**src/rtl/lsu_pkg.sv**
```systemverilog
// Shared types and constants for the LSU-to-UART bridge.
package lsu_pkg;

    typedef enum logic [2:0] {
        IDLE,
        TX_FLAG,
        TX_ADDR,
        TX_DATA,
        RX_DATA,
        RESP
    } state_t;

    localparam logic [7:0] DEF_FLAG_LOAD  = 8'h01;
    localparam logic [7:0] DEF_FLAG_STORE = 8'h02;

    localparam logic OP_LOAD  = 1'b0;
    localparam logic OP_STORE = 1'b1;

    function automatic int max2(input int a, input int b);
        return (a > b) ? a : b;
    endfunction

endpackage

```
**src/rtl/lsu_byte_shifter.sv**
```systemverilog
// Byte-wide shift register: parallel load, shift left one byte with a new LSB byte.
// The MSB byte is the next byte out; shifting in from the LSB assembles received data.
module lsu_byte_shifter #(
    parameter int WIDTH_BYTES = 2
) (
    input  logic                       clk,
    input  logic                       reset,
    input  logic                       load,
    input  logic [8*WIDTH_BYTES-1:0]   load_data,
    input  logic                       shift,
    input  logic [7:0]                 shift_in,
    output logic [8*WIDTH_BYTES-1:0]   data
);

    localparam int W = 8 * WIDTH_BYTES;

    logic [W-1:0] data_next;

    always_comb begin
        data_next = data;
        if (load)
            data_next = load_data;
        else if (shift)
            data_next = (data << 8) | W'(shift_in);
    end

    always_ff @(posedge clk) begin
        if (reset)
            data <= '0;
        else
            data <= data_next;
    end

endmodule

```
**src/rtl/lsu_uart_bridge.sv**
```systemverilog
// Converts one core load/store request into a UART byte frame (flag, address, data)
// and returns a one-cycle response, with a per-byte receive timeout for loads.
module lsu_uart_bridge
    import lsu_pkg::*;
#(
    parameter int         ADDR_BYTES     = 1,
    parameter int         DATA_BYTES     = 2,
    parameter int         TIMEOUT_CYCLES = 65535,
    parameter logic [7:0] FLAG_LOAD      = DEF_FLAG_LOAD,
    parameter logic [7:0] FLAG_STORE     = DEF_FLAG_STORE
) (
    input  logic                    clk,
    input  logic                    reset,
    input  logic                    req_valid,
    output logic                    req_ready,
    input  logic                    req_store,
    input  logic [8*ADDR_BYTES-1:0] req_addr,
    input  logic [8*DATA_BYTES-1:0] req_wdata,
    output logic                    rsp_valid,
    output logic [8*DATA_BYTES-1:0] rsp_rdata,
    output logic                    rsp_err,
    output logic                    tx_start,
    output logic [7:0]              tx_data,
    input  logic                    tx_done,
    input  logic                    rx_valid,
    input  logic [7:0]              rx_data
);

    localparam int AW  = 8 * ADDR_BYTES;
    localparam int DW  = 8 * DATA_BYTES;
    localparam int BCW = $clog2(max2(ADDR_BYTES, DATA_BYTES)) + 1;
    localparam int TW  = (TIMEOUT_CYCLES > 1) ? $clog2(TIMEOUT_CYCLES + 1) : 1;

    localparam logic [BCW-1:0] ADDR_LAST = BCW'(ADDR_BYTES - 1);
    localparam logic [BCW-1:0] DATA_LAST = BCW'(DATA_BYTES - 1);
    localparam logic [TW-1:0]  TO_LAST   = TW'((TIMEOUT_CYCLES > 0) ? TIMEOUT_CYCLES - 1 : 0);

    state_t          state_q, state_d;
    logic            op_q;
    logic [7:0]      flag_q;
    logic            tx_wait_q;
    logic [7:0]      hold_q;
    logic [BCW-1:0]  bcnt_q;
    logic [TW-1:0]   tcnt_q;
    logic [DW-1:0]   rdata_q;
    logic            err_q;

    logic [AW-1:0]   addr_word;
    logic [DW-1:0]   wdat_word;
    logic [DW-1:0]   rx_word;

    logic accept, is_tx, byte_done, rx_take, timeout_hit, rx_clr;

    lsu_byte_shifter #(.WIDTH_BYTES(ADDR_BYTES)) u_addr (
        .clk       (clk),
        .reset     (reset),
        .load      (accept),
        .load_data (req_addr),
        .shift     (state_q == TX_ADDR && byte_done),
        .shift_in  (8'h00),
        .data      (addr_word)
    );

    lsu_byte_shifter #(.WIDTH_BYTES(DATA_BYTES)) u_wdat (
        .clk       (clk),
        .reset     (reset),
        .load      (accept),
        .load_data (req_wdata),
        .shift     (state_q == TX_DATA && byte_done),
        .shift_in  (8'h00),
        .data      (wdat_word)
    );

    lsu_byte_shifter #(.WIDTH_BYTES(DATA_BYTES)) u_rx (
        .clk       (clk),
        .reset     (reset),
        .load      (rx_clr),
        .load_data ('0),
        .shift     (rx_take),
        .shift_in  (rx_data),
        .data      (rx_word)
    );

    always_comb begin
        state_d     = state_q;
        req_ready   = (state_q == IDLE);
        accept      = req_valid && (state_q == IDLE);
        is_tx       = (state_q == TX_FLAG) || (state_q == TX_ADDR) || (state_q == TX_DATA);
        tx_start    = is_tx && !tx_wait_q;
        // tx_done only counts once the byte has been handed over and we are waiting
        byte_done   = is_tx && tx_wait_q && tx_done;
        rx_take     = (state_q == RX_DATA) && rx_valid;
        timeout_hit = (TIMEOUT_CYCLES != 0) && (state_q == RX_DATA) && !rx_valid
                      && (tcnt_q == TO_LAST);

        case (state_q)
            TX_FLAG: tx_data = flag_q;
            TX_ADDR: tx_data = addr_word[AW-1 -: 8];
            TX_DATA: tx_data = wdat_word[DW-1 -: 8];
            default: tx_data = hold_q;
        endcase

        case (state_q)
            IDLE:    if (accept) state_d = TX_FLAG;
            TX_FLAG: if (byte_done) state_d = TX_ADDR;
            TX_ADDR: if (byte_done && bcnt_q == ADDR_LAST)
                         state_d = (op_q == OP_STORE) ? TX_DATA : RX_DATA;
            TX_DATA: if (byte_done && bcnt_q == DATA_LAST) state_d = RESP;
            RX_DATA: if ((rx_take && bcnt_q == DATA_LAST) || timeout_hit) state_d = RESP;
            RESP:    state_d = IDLE;
            default: state_d = IDLE;
        endcase

        rx_clr    = (state_d == RX_DATA) && (state_q != RX_DATA);
        rsp_valid = (state_q == RESP);
        rsp_err   = err_q;
        rsp_rdata = rdata_q;
    end

    always_ff @(posedge clk) begin
        if (reset) begin
            state_q   <= IDLE;
            op_q      <= OP_LOAD;
            flag_q    <= '0;
            tx_wait_q <= 1'b0;
            hold_q    <= '0;
            bcnt_q    <= '0;
            tcnt_q    <= '0;
            rdata_q   <= '0;
            err_q     <= 1'b0;
        end else begin
            state_q <= state_d;

            if (accept) begin
                op_q   <= req_store ? OP_STORE : OP_LOAD;
                flag_q <= req_store ? FLAG_STORE : FLAG_LOAD;
            end

            if (tx_start) begin
                tx_wait_q <= 1'b1;
                hold_q    <= tx_data;
            end else if (byte_done) begin
                tx_wait_q <= 1'b0;
            end

            if (state_d != state_q)
                bcnt_q <= '0;
            else if (byte_done || rx_take)
                bcnt_q <= bcnt_q + 1'b1;

            if (rx_clr || rx_take)
                tcnt_q <= '0;
            else if (state_q == RX_DATA)
                tcnt_q <= tcnt_q + 1'b1;

            // A final byte arriving in the timeout cycle takes priority over the timeout
            if (state_q == RX_DATA && state_d == RESP) begin
                err_q   <= !rx_take;
                rdata_q <= rx_take ? ((rx_word << 8) | DW'(rx_data)) : '0;
            end else if (state_q == TX_DATA && state_d == RESP) begin
                err_q <= 1'b0;
            end
        end
    end

endmodule

```
**config.mk**
```make
export PLATFORM = sky130hd
export DESIGN_NAME = lsu_uart_bridge
export DESIGN_NICKNAME = d
export VERILOG_FILES = /design/src/rtl/lsu_pkg.sv /design/src/rtl/lsu_byte_shifter.sv /design/src/rtl/lsu_uart_bridge.sv
export SDC_FILE = /design/constraint.sdc
export NUM_CORES = 1
export LEC_CHECK = 0
export BUFFER_PORTS_ARGS = -buffer_cell sky130_fd_sc_hd__buf_2
export CAP_MARGIN = 10
export CORE_AREA = 2 2 96 75
export DETAILED_ROUTE_END_ITERATION = 10
export DIE_AREA = 0 0 98 77
export PLACE_DENSITY = 0.78
export SLEW_MARGIN = 20
export SYNTH_ARGS = -nofsm -noshare
export SYNTH_HDL_FRONTEND = slang
export SYNTH_SLANG_ARGS = --single-unit
```
**constraint.sdc**
```tcl
create_clock -name clk -period 4.8 [get_ports clk]
set_input_delay 0.48 -clock clk [delete_from_list [all_inputs] [get_ports clk]]
set_output_delay 0.48 -clock clk [all_outputs]
set_load 0.01 [all_outputs]
```
==> results of run 1 <==
==> cells in the mapped netlist <==
cell type and number:
mux2_2 1, buf_1 2, mux2i_1 9, dfxtp_1 81
a21boi_0 1, a21o_1 9, and4_1 1, clkbuf_1 22
nand3_1 22, xor2_1 2, nand4_1 4, o32ai_2 8
and3_1 1, o21ai_0 3, nor3b_1 3, a211oi_1 5
nor2_1 69, buf_6 1, nand2b_1 13, and2_1 5
nand3b_1 1, nor4_1 3, buf_2 1, o21bai_1 1
a311oi_1 8, o211a_1 1, inv_1 9, o21ai_1 1
a22oi_1 17, or3_1 2, nand2_1 59, or4_4 1
ha_1 4, nor3_1 11, a21oi_1 32, xnor2_1 13
nor2b_1 1
==> through the flow <==
step                      hold slack, ps  setup slack, ps  util [%]  std cells
after floorplan                      432             2780         -        427
after global placement               440             2280      59.3        554
after global routing                 365             2000      63.3        570
after CTS                            364             2180      63.3        570
final                                379             2170      63.3        570
after detailed placement             447             2200      59.3        554
==> power breakdown <==
group	leakage [nW]	internal [mW]	switching [mW]	total [mW]
registers	0.658	0.693	0.0145	0.708
clock network	0.130	0.399	0.249	0.648
logic	0.859	0.0546	0.0902	0.145
total	1.65	1.15	0.354	1.50
==> state kept, by name, summed over array words and instances (netlist names) <==
signal / cells
bcnt_q: 2
flag_q: 1
hold_q: 8
op_q: 1
rsp_err: 1
rsp_rdata: 16
state_q: 3
tcnt_q: 16
tx_wait_q: 1
u_addr.data: 8
u_rx.data: 8
u_wdat.data: 16
==> layer usage <==
layer	GRT usage (%)	vias to the layer above
met3	6.75	7
li1	-	1587
met1	28.4	1499
met2	33.6	63
met4	6.39	0
met5	0	-
==> placed cells by master (no fill, tap or decap), types with 2 or more instances in the layout <==
master and n:
a211oi_1 5, a21o_1 9, a21oi_1 32, a22oi_1 17
a311oi_1 8, and2_1 5, buf_2 65, buf_4 4
bufinv_16 4, clkbuf_8 9, dfxtp_1 81, ha_1 4
inv_1 9, mux2i_1 9, nand2_1 59, nand2b_1 13
nand3_1 22, nand4_1 4, nor2_1 69, nor3_1 11
nor3b_1 3, nor4_1 3, o21ai_0 3, o32ai_2 8
or3_1 2, xnor2_1 13, xor2_1 2
==> worst min path at each step <==
stage          depth (start not counted)                      start  slack [ps]                     endpoint
6_report                               3               req_wdata[1]         380  u_wdat.data[1]$_SDFFE_PP0P_
5_1_grt                                3               req_wdata[1]         360  u_wdat.data[1]$_SDFFE_PP0P_
4_1_cts                                3               req_wdata[1]         360  u_wdat.data[1]$_SDFFE_PP0P_
3_5_place_dp                           2  u_rx.data[0]$_SDFFE_PP0N_         450    rsp_rdata[8]$_SDFFE_PP0P_
3_3_place_gp                           2  u_rx.data[1]$_SDFFE_PP0N_         440    rsp_rdata[9]$_SDFFE_PP0P_
2_1_floorplan                          2  u_rx.data[2]$_SDFFE_PP0N_         430   rsp_rdata[10]$_SDFFE_PP0P_
==> cells by family after synthesis <==
| kind of cell | share of synthesized area, % |
|---|---|
| xor+xnor | 3.69 |
| compound gates | 17.9 |
| simple gates | 24.6 |
| mux | 2.85 |
| buf+inv | 3.94 |
| flops | 45.6 |
| fa+ha+maj | 1.41 |
==> cell type report <==
type	count	area, um^2	area share (%)
Inverter	9	33.8	0.808
Clock inverter	7	141	3.38
Tap cell	84	105	2.51
Multi-Input combinational cell	311	1800	43.0
Sequential cell	81	1620	38.8
Timing Repair Buffer	69	355	8.50
Clock buffer	9	124	2.96
==> tightest hold or removal path: cells and delay by family <==
family | cells | cell delay [ps]
AOI/OAI and AO/OA | 1 | 60
and+or+nand+nor | 1 | 70
buffers and inverters | 1 | 80
==> summary.txt, run 1 <==
Logic synthesis
  – Top cells by area, synth: dfxtp_1 (46%), nor2_1 (7.3%), nand2_1 (6.2%)
  – Mapped Nets: 469
  – Post-synth cell types: 37
  – Synthesis Warnings: 0
  – Post-synthesis sequential area ratio: 45.6%
  – Largest area contributor in the netlist: dfxtp_1
  – Top cell type's share of synthesized area: 45.6%
  – FF+latch count, synth: 81
  – Mapped cell area: ~3600 um^2
  – Synth Instances: 427
  – Syn avg cell area: about 8.3 um^2

Placed design
  – HPWL after DPL: 5650 um
  – GPL Wtd Cong: between 0.8 and 0.9
  – DP Area: 3910 um^2
  – IO Port Bufs: 65

Route
  – Via count: 3156
  – Routed Wire Length: around 8000 um
  – Drt via density: approximately 5.5
  – Post-route antenna net violation count: 0
  – Met2 WL: 3650 um
  – 1st-pass router iterations: 4
  – Top layer in use: met4
  – Iteration-0 DRC Markers: 156
  – M1 WL: 3960 um
  – Met3 wire length: 349 um
  – Routed len/inst: 14.1 um
  – # DRC: 0

Clock tree
  – Hold_buf cts: 0
  – CTS Buf Count: 9
  – CTS tree: built
  – Clk sink count: 81
  – Number of H-tree levels: 3
  – Post-cts resize count: 0
  – Root buf cell: clkbuf_8
  – CTS Buffer Depth: 2
  – Clk Latency, worst-skew pair: 350 ps
  – Register clock-pin slew on the reported worst setup and hold paths: 80 ps
  – Post-CTS setup buffer count: 0

Final layout
  – Design Area, Final: roughly 4200 um^2
  – Nets: 523
  – Proportion of layout cells with a drive suffix above 1: 19.5%
  – Number of fill cells: 571
  – Ant. Diodes: 0
  – Area growth syn-to-layout: 17.4%

STA
  – Max frequency: 380 MHz
  – Final setup fails: 0
  – Headroom to the max-slew limit: 54.3%
  – Clock Skew: 7.64 ps
  – Setup TNS: 0 ps
  – Hold Vio Cnt, Final: 0
  – RSZ-0062 raised after global routing: no
  – Slew @ Worst Pin: 686 ps
  – Tcrit/Tclk final: 54.8%
  – Post-layout minimum cycle time: 2630 ps
  – Slew Limit Fails: 0

Power
  – VDD IR-drop max: around 0.25 mV
  – Power per cell area: 359 nW/um^2
  – P_leak: 1.65 nW
  – Total power: about 1.5 mW

Die
  – Starting Density: 53.9%
  – IO Count: 66
  – Core area: 6600 um^2
  – Die Area: ~7500 um^2
  – Die width: 98 um
  – Die height: approximately 77 um
  – Num rows: 26

Worst setup path
  – Worst path buffer plus inverter count: 1
  – Crit path kind: flop to flop
  – Worst EP required: 5060 ps
  – Max stage delay on crit path: 690 ps
  – FF-to-FF path depth: 6
  – CP endpoint: rsp_rdata[6]$_SDFFE_PP0P_
  – R2r startpoint: state_q[2]$_SDFF_PP0_
  – CP max FO: 13
  – Cell depth of the worst setup path: 6
  – Critical path's top delay family: simple AND/OR/NAND/NOR gates
  – Kind of end point of the critical path: flop
  – CP Cell Sequence: nor3b_1 -> buf_4 -> nand3_1 -> or4_4 -> and2_1 -> o32ai_2
  – CP Launch Point: state_q[2]$_SDFF_PP0_
  – Slowest cell on crit path: or4_4
  – Worst Path Arrival: 2890 ps
  – Critical R2R Capture: rsp_rdata[6]$_SDFFE_PP0P_
  – R2R setup slack: 2170 ps
  – Type of origin of the critical path: flop

Global route
  – GRT Total Usage: 21.4%
  – First-pass GRT wire length: approximately 13000 um
  – Total grt overflow: 0
  – Number of global-route vias before repair: 2928
  – Pin count of the biggest net entering global routing: between 60 and 70
  – Antenna violations before repair: 0

Hold path
  – Hold WC Path Type: input pin to flop

Run
  – Max-cap violations: 0

Run status
  – Status: finished clean
Power figures use the tool's default switching activity.
==> run 2: changes to the inputs <==
--- a/config.mk
+++ b/config.mk
@@ -5,12 +5,13 @@
 export SDC_FILE = /design/constraint.sdc
 export NUM_CORES = 1
 export LEC_CHECK = 0
+export ABC_AREA = 1
 export BUFFER_PORTS_ARGS = -buffer_cell sky130_fd_sc_hd__buf_2
 export CAP_MARGIN = 10
-export CORE_AREA = 2 2 96 75
+export CORE_AREA = 2 2 102 80
 export DETAILED_ROUTE_END_ITERATION = 10
-export DIE_AREA = 0 0 98 77
-export PLACE_DENSITY = 0.78
+export DIE_AREA = 0 0 104 82
+export PLACE_DENSITY = 0.74
 export SLEW_MARGIN = 20
 export SYNTH_ARGS = -nofsm -noshare
 export SYNTH_HDL_FRONTEND = slang
==> constraint.sdc (replaced) <==
create_clock -name clk -period 2.33 [get_ports clk]
set_input_delay 0.233 -clock clk [delete_from_list [all_inputs] [get_ports clk]]
set_output_delay 0.233 -clock clk [all_outputs]
set_load 0.01 [all_outputs]
==> run 2 against run 1 <==
Critical path depth stayed put. Hold slack worse by 260 ps. Setup slack worse by 1900 ps. First-iteration DRC count is 15% higher. Final area is 0.84% higher. Clock power is 53% higher. Non-clock buffer count stayed put. Sequential share of layout area is 0.32 points lower. Utilization is 7.6 points lower. Wire length is 3.5% higher. Die area is 13% higher. Largest cell class unchanged.
==> summary.txt, run 2 <==
Logic synthesis
  – Post-synthesis sequential area ratio: 44.2% (was 45.6%)
  – Mapped cell area: 3670 um^2 (was 3560 um^2)
  – Simple-Gate Fraction of Synth Area: 28.1% (was 24.6%)
  – Fraction of the mapped netlist area in compound gates: 16.9% (was 17.9%)
  – Largest family of logic cells by synthesized area: simple AND/OR/NAND/NOR gates (unchanged)
  – Largest area contributor in the netlist: dfxtp_1 (unchanged)
  – Ys async rst share: 0% (unchanged)
  – FF+latch count, synth: 81 (unchanged)
  – Top cells by area, synth: dfxtp_1 (44%), nand2_1 (13%), a21oi_1 (7.6%) (was dfxtp_1 (46%), nor2_1 (7.3%), nand2_1 (6.2%))
  – Post-synth cell types: 38 (was 37)
  – Synth Area in Adders: 1.36% (was 1.41%)
  – Top cell type's share of synthesized area: 44.2% (was 45.6%)
  – Syn avg cell area: 7.71 um^2 (was 8.34 um^2)
  – Mapped Nets: 518 (was 469)
  – Post-Synth XOR/XNOR Area: 1.91% (was 3.69%)
  – Most common cell in the netlist: nand2_1 (was dfxtp_1)
  – Synthesis Warnings: 0 (unchanged)
  – EDFF count, synth: 0 (unchanged)
  – Main flop type after synthesis: dfxtp_1 (unchanged)
  – Synth Instances: 476 (was 427)
  – Mux cell area share after synthesis: 0% (was 2.85%)
  – Post-synth top cells: nand2_1 (126), dfxtp_1 (81), a21oi_1 (56), nor2_1 (32), nand3_1 (30) (was dfxtp_1 (81), nor2_1 (69), nand2_1 (59), a21oi_1 (32))

Worst setup path
  – Worst EP required: 2100 ps (was 5060 ps)
  – Worst Path Arrival: 1810 ps (was 2890 ps)
  – CP max FO: 9 (was 13)
  – Worst path buffer plus inverter count: 3 (was 1)
  – Kind of end point of the critical path: primary output (was flop)
  – Type of origin of the critical path: flop (unchanged)
  – Crit path kind: flop to primary output (was flop to flop)
  – Max stage delay on crit path: 410 ps (was 690 ps)
  – CP Cell Sequence: inv_4 -> nand3_1 -> inv_2 -> a22oi_1 -> nand2_1 -> buf_2 (was nor3b_1 -> buf_4 -> nand3_1 -> or4_4 -> and2_1 -> o32ai_2)
  – Slowest cell on crit path: dfxtp_1 (was or4_4)
  – Critical path's top delay family: buffers and inverters (was simple AND/OR/NAND/NOR gates)

Power
  – Power share of the clock group: 36.1% (was 43.2%)
  – Power per cell area: 653 nW/um^2 (was 359 nW/um^2)
  – P_leak: 1.74 nW (was 1.65 nW)
  – VDD IR-drop max: 0.364 mV (was 0.250 mV)
  – Register share of total power: 53.5% (was 47.2%)
  – Int Pwr: 2.03 mW (was 1.15 mW)
  – Total net switching power: 721 uW (was 354 uW)
  – Sw Ratio: 26.2% (was 23.6%)
  – Combinational share of power: 10.4% (was 9.7%)

STA
  – Headroom to the max-slew limit: 64.8% (was 54.3%)
  – Setup TNS: 0 ps (unchanged)
  – PnR worst setup slack: 283 ps (was 2170 ps)
  – Final setup fails: 0 (unchanged)
  – Tcrit/Tclk final: a little under 90%
  – Fin Hold WS: 115 ps (was 379 ps)
  – RSZ-0062 raised after global routing: no (unchanged)
  – Clock Skew: 6.45 ps (was 7.64 ps)
  – Slew @ Worst Pin: 527 ps (was 686 ps)
  – Slew Limit Fails: 0 (unchanged)
  – Max frequency: 489 MHz
  – Hold Vio Cnt, Final: 0 (unchanged)
  – Post-layout minimum cycle time: ~2000 ps

Route
  – 1st-pass router iterations: 4 (unchanged)
  – Routed len/inst: 12.9 um (was 14.1 um)
  – # DRC: 0 (unchanged)
  – Post-route antenna net violation count: 0 (unchanged)
  – Iteration-0 DRC Markers: 180 (was 156)
  – Drt via density: 5.13 (was 5.54)
  – Via count: 3317 (was 3156)
  – Routed Wire Length: 8310 um (was 8030 um)

Final layout
  – Sequential cell area: 1620 um^2 (unchanged)
  – Most frequent cells in the layout: nand2_1 (126), dfxtp_1 (81), buf_2 (65) (was dfxtp_1 (81), nor2_1 (69), buf_2 (65))
  – Nets: 578 (was 523)
  – Final cell count without fillers: 646 (was 570)
  – Ant. Diodes: 0 (unchanged)
  – Number of fill cells: 761 (was 571)
  – Area growth syn-to-layout: 14.8% (was 17.4%)
  – Multi-input gate area: 1770 um^2 (was 1800 um^2)
  – Post-layout util: 55.7% (was 63.3%)
  – Proportion of layout cells with a drive suffix above 1: 21.4% (was 19.5%)
  – Commonest non-fill, non-tap cell in the layout: nand2_1 (was dfxtp_1)

Die
  – Die height: 82 um (was 77 um)
  – Starting Density: 48.5% (was 53.9%)
  – Die Area: 8530 um^2 (was 7550 um^2)
  – Die width: 104 um (was 98 um)
  – Num rows: 28 (was 26)
  – IO Count: 66 (unchanged)
  – Core area: 7570 um^2 (was 6600 um^2)

Global route
  – Pin count of the biggest net entering global routing: 37 (was 66)
  – Total grt overflow: 0 (unchanged)
  – Number of global-route vias before repair: 3095 (was 2928)
  – First-pass GRT wire length: 13800 um (was 13200 um)
  – GRT Total Usage: 20.2% (was 21.4%)
  – Antenna violations before repair: 0 (unchanged)

Placed design
  – IO Port Bufs: 65 (unchanged)
  – HPWL after DPL: 5940 um (was 5650 um)
  – DP Cell Count: 630 (was 554)
  – DP Worst Slack: 477 ps (was 2200 ps)
  – GPL Wtd Cong: 0.887 (was 0.834)

Run status
  – Status: finished clean (unchanged)

Clock tree
  – Root buf cell: clkbuf_8 (unchanged)
  – CTS Buffer Depth: 2 (unchanged)
  – CTS Buf Count: 9 (unchanged)
  – Clk sink count: 81 (unchanged)
  – Post-CTS setup buffer count: 0 (unchanged)
  – Clk Latency, worst-skew pair: 360 ps (was 350 ps)
  – CTS tree: built (unchanged)
  – Register clock-pin slew on the reported worst setup and hold paths: 80 ps (about the same)
  – Number of H-tree levels: 3 (unchanged)

Run
  – Max-cap violations: 0 (unchanged)

Hold path
  – Hold WC Path Type: input pin to flop (unchanged)
[run 2: final timing paths]
| path | start | end | slack, ps | depth (start not counted) |
|---|---|---|---|---|
| min reg2reg | flag_q[0]$_SDFFE_PP0P_ | flag_q[0]$_SDFFE_PP0P_ | 450 | 2 |
| min | req_wdata[0] | u_wdat.data[0]$_SDFFE_PP0P_ | 120 | 3 |
| max reg2reg | tx_wait_q$_SDFFE_PP0P_ | tcnt_q[3]$_SDFFE_PP0N_ | 420 | 7 |
| max | state_q[2]$_SDFF_PP0_ | tx_data[4] | 280 | 6 |
[run 2: cells by family (layout without fill, tap and decap cells)]
kind of cell	after synthesis	after routing
flops	81	81
buf+inv	57	122
fa+ha+maj	4	4
xor+xnor	8	8
compound gates	106	106
simple gates	220	220
[run 2: timing repair]
action / CTS / global route
hold buffers: 0 / 0
endpoints found under the setup margin: 0 / 1
resized for setup: 0 / 1
[run 2: final cells by class]
| cell class | instances | area share (%) |
|---|---|---|
| timing repair buffer | 69 | 8.43 |
| clock inverter | 6 | 1.40 |
| sequential | 81 | 38.5 |
| tap | 105 | 3.12 |
| clock buffer | 10 | 3.03 |
| multi-input combinational | 338 | 42.1 |
| inverter | 37 | 3.47 |
[run 2: power groups by stage]
stage / clock, mW / combinational, mW / sequential (mW)
after detailed placement: 0 / 0.285 / 1.50
after global placement: 0 / 0.279 / 1.50
after CTS: 1.02 / 0.286 / 1.47
after global routing: 1.07 / 0.323 / 1.48
after floorplan: 0 / 0.205 / 1.49
final: 0.993 / 0.286 / 1.47
[run 2: per-stage QoR]
stage               cell area [um^2]  power (mW)
detailed placement              4030        1.79
finish                          4210        2.75
global placement                4030        1.78
CTS                             4210        2.78
global route                    4210        2.87
floorplan                       3670        1.70
[run 2: worst reg2reg max path: cells and delay by family (launching register included)]
family        cells  cell delay [ps]
simple gates      6             1140
buf+inv           1              230
flops             1              410
[run 2: layer usage]
layer  global-route usage (%)  vias up  part of all wire (%)
li1                         -     1699                     -
met1                     24.6     1512                    46
met2                     34.3       91                    47
met3                     5.79       15                   5.9
met4                     8.24        0                   1.6
met5                        0        -                     0
==> run 3: changes to the inputs <==
--- a/config.mk
+++ b/config.mk
@@ -11,7 +11,7 @@
 export CORE_AREA = 2 2 102 80
 export DETAILED_ROUTE_END_ITERATION = 10
 export DIE_AREA = 0 0 104 82
-export PLACE_DENSITY = 0.74
+export PLACE_DENSITY_LB_ADDON = 0.15
 export SLEW_MARGIN = 20
 export SYNTH_ARGS = -nofsm -noshare
 export SYNTH_HDL_FRONTEND = slang
==> run 3 against run 2 <==
Non-clock buffer count increased by 1. Sequential cell count unchanged. Critical path depth unchanged. Utilization increased by 0.35 points. Hold slack improved by 7.1 ps. Critical path type unchanged.
==> summary.txt, run 3 (synthesis gave the netlist of run 2 again) <==
Route
  – Drt via density: 5.13 (about the same)
  – Routed Wire Length: 8430 um (was 8310 um)
  – Via count: 3318 (was 3317)
  – Post-route antenna net violation count: 0 (unchanged)
  – Routed len/inst: 13.0 um (was 12.9 um)
  – Iteration-0 DRC Markers: 158 (was 180)
  – 1st-pass router iterations: 5 (was 4)
  – # DRC: 0 (unchanged)

STA
  – Tcrit/Tclk final: 91.6% (was 87.9%)
  – Final setup fails: 0 (unchanged)
  – Clock Skew: 9.71 ps (was 6.45 ps)
  – Hold Vio Cnt, Final: 0 (unchanged)
  – Setup TNS: 0 ps (unchanged)
  – RSZ-0062 raised after global routing: no (unchanged)
  – Slew Limit Fails: 0 (unchanged)
  – Slew @ Worst Pin: 510 ps (was 527 ps)
  – PnR worst setup slack: 195 ps (was 283 ps)
  – Max frequency: 468 MHz (was 489 MHz)
  – Headroom to the max-slew limit: 65.9% (was 64.8%)
  – Post-layout minimum cycle time: 2130 ps (was 2050 ps)

Worst setup path
  – Max stage delay on crit path: 430 ps (was 410 ps)
  – Critical path's top delay family: flip-flops (was buffers and inverters)
  – Worst EP required: 2100 ps (about the same)
  – Worst Path Arrival: 1900 ps (was 1810 ps)
  – CP Cell Sequence: inv_4 -> nand3_1 -> inv_2 -> a22oi_1 -> nand2_1 -> buf_2 (unchanged)
  – Kind of end point of the critical path: primary output (unchanged)
  – Slowest cell on crit path: dfxtp_1 (unchanged)
  – Type of origin of the critical path: flop (unchanged)
  – Crit path kind: flop to primary output (unchanged)
  – CP max FO: 9 (unchanged)
  – Worst path buffer plus inverter count: 3 (unchanged)

Global route
  – Met3 Track Usage GR: 6.11% (was 5.79%)
  – Total grt overflow: 0 (unchanged)
  – GRT Total Usage: 20.2% (about the same)
  – Pin count of the biggest net entering global routing: 37 (unchanged)
  – Antenna violations before repair: 0 (unchanged)
  – Number of global-route vias before repair: 2924 (was 3095)
  – First-pass GRT wire length: 13700 um (was 13800 um)
  – M1 GR Usage: 27.2% (was 24.6%)
  – GR peak layer: met2 (unchanged)
  – GRT met2 Usage: 32.0% (was 34.3%)

Die
  – Die height: 82 um (unchanged)
  – Num rows: 28 (unchanged)
  – IO Count: 66 (unchanged)
  – Core area: 7570 um^2 (unchanged)
  – Starting Density: 48.5% (unchanged)
  – Die Area: 8530 um^2 (unchanged)
  – Die width: 104 um (unchanged)

Clock tree
  – CTS Buf Count: 9 (unchanged)
  – CTS Buffer Depth: 2 (unchanged)
  – CTS tree: built (unchanged)
  – Register clock-pin slew on the reported worst setup and hold paths: 90 ps (was 80 ps)
  – Post-CTS setup buffer count: 0 (unchanged)
  – Root buf cell: clkbuf_8 (unchanged)
  – Clk sink count: 81 (unchanged)
  – Number of H-tree levels: 3 (unchanged)
  – Clk Latency, worst-skew pair: 350 ps (was 360 ps)

Power
  – VDD IR-drop max: 0.479 mV (was 0.364 mV)
  – P_leak: 1.74 nW (about the same)
  – Power per cell area: 661 nW/um^2 (was 653 nW/um^2)

Final layout
  – Proportion of layout cells with a drive suffix above 1: 21.8% (was 21.4%)
  – Commonest non-fill, non-tap cell in the layout: nand2_1 (unchanged)
  – Area growth syn-to-layout: 15.5% (was 14.8%)
  – Post-layout util: 56.0% (was 55.7%)
  – Most frequent cells in the layout: nand2_1 (126), dfxtp_1 (81), buf_2 (65) (unchanged)
  – Nets: 579 (was 578)
  – Ant. Diodes: 0 (unchanged)

Placed design
  – IO Port Bufs: 65 (unchanged)
  – DP Worst Slack: 532 ps (was 477 ps)
  – GPL Wtd Cong: 0.798 (was 0.887)
  – HPWL after DPL: 6000 um (was 5940 um)

Run
  – Max-cap violations: 0 (unchanged)

Run status
  – Status: finished clean (unchanged)

Hold path
  – Hold WC Path Type: input pin to flop (unchanged)
-- run 3: cell types whose count changed in the layout (fill, tap and decap cells not counted) --
cell	previous run	this run
clkinv_4	1	2
clkbuf_8	9	10
clkinv_2	4	1
clkinvlp_4	0	2
buf_4	4	5
clkbuf_1	1	0
-- run 3: area by class of cell --
class / instances / area [um^2]
inverter: 37 / 146
fill: 767 / 3330
timing repair buffer: 70 / 363
clock inverter: 6 / 67.6
tap: 105 / 131
sequential: 81 / 1620
clock buffer: 10 / 138
multi-input combinational: 338 / 1770
-- run 3: path summary, 6_finish.rpt --
check | slack (ps) | endpoint | cells past startpoint | startpoint
setup / recovery | 200 | tx_data[4] | 6 | state_q[2]$_SDFF_PP0_
hold / removal | 120 | u_wdat.data[6]$_SDFFE_PP0P_ | 3 | req_wdata[6]
setup reg to reg | 520 | tcnt_q[10]$_SDFFE_PP0N_ | 9 | state_q[2]$_SDFF_PP0_
hold reg to reg | 460 | rsp_rdata[14]$_SDFFE_PP0P_ | 2 | u_rx.data[6]$_SDFFE_PP0N_
-- run 3: report_power, final --
group / leakage (nW) / switching, mW / internal [mW]
clock: 0.0985 / 0.519 / 0.526
combinational: 0.986 / 0.186 / 0.103
sequential: 0.658 / 0.0334 / 1.44
total: 1.74 / 0.738 / 2.07
-- run 3: timing repair --
action / 4_1_cts / 5_1_grt
gates resized for setup: 0 / 1
hold buffers: 0 / 0
endpoints found under the hold margin: 0 / 0
endpoints found under the setup margin: 0 / 1
-- run 3: worst reg2reg max path, stage by stage (launching register included) --
cell     delay, ps
dfxtp_1        370
inv_4          160
nand2_1         90
nor2_1         100
buf_4          180
nand4_1        190
nand2_2        220
nor2_2          60
inv_2          240
nor2_1          90
-- run 3: stage by stage --
| stage | total power [mW] | hold slack, ps | cell area (um^2) | cells |
|---|---|---|---|---|
| after floorplan | 1.70 | 376 | 3670 | 476 |
| after global placement | 1.78 | 452 | 4030 | 631 |
| after detailed placement | 1.79 | 456 | 4030 | 631 |
| after CTS | 2.83 | 106 | 4240 | 647 |
| after global routing | 2.94 | 113 | 4240 | 647 |
| final | 2.80 | 123 | 4240 | 647 |
-- run 3: routing by layer --
layer / routed length, um / vias up
met5: 0 / -
met4: 53 / 0
met3: 552 / 6
met2: 3660 / 105
met1: 4160 / 1498
li1: - / 1709
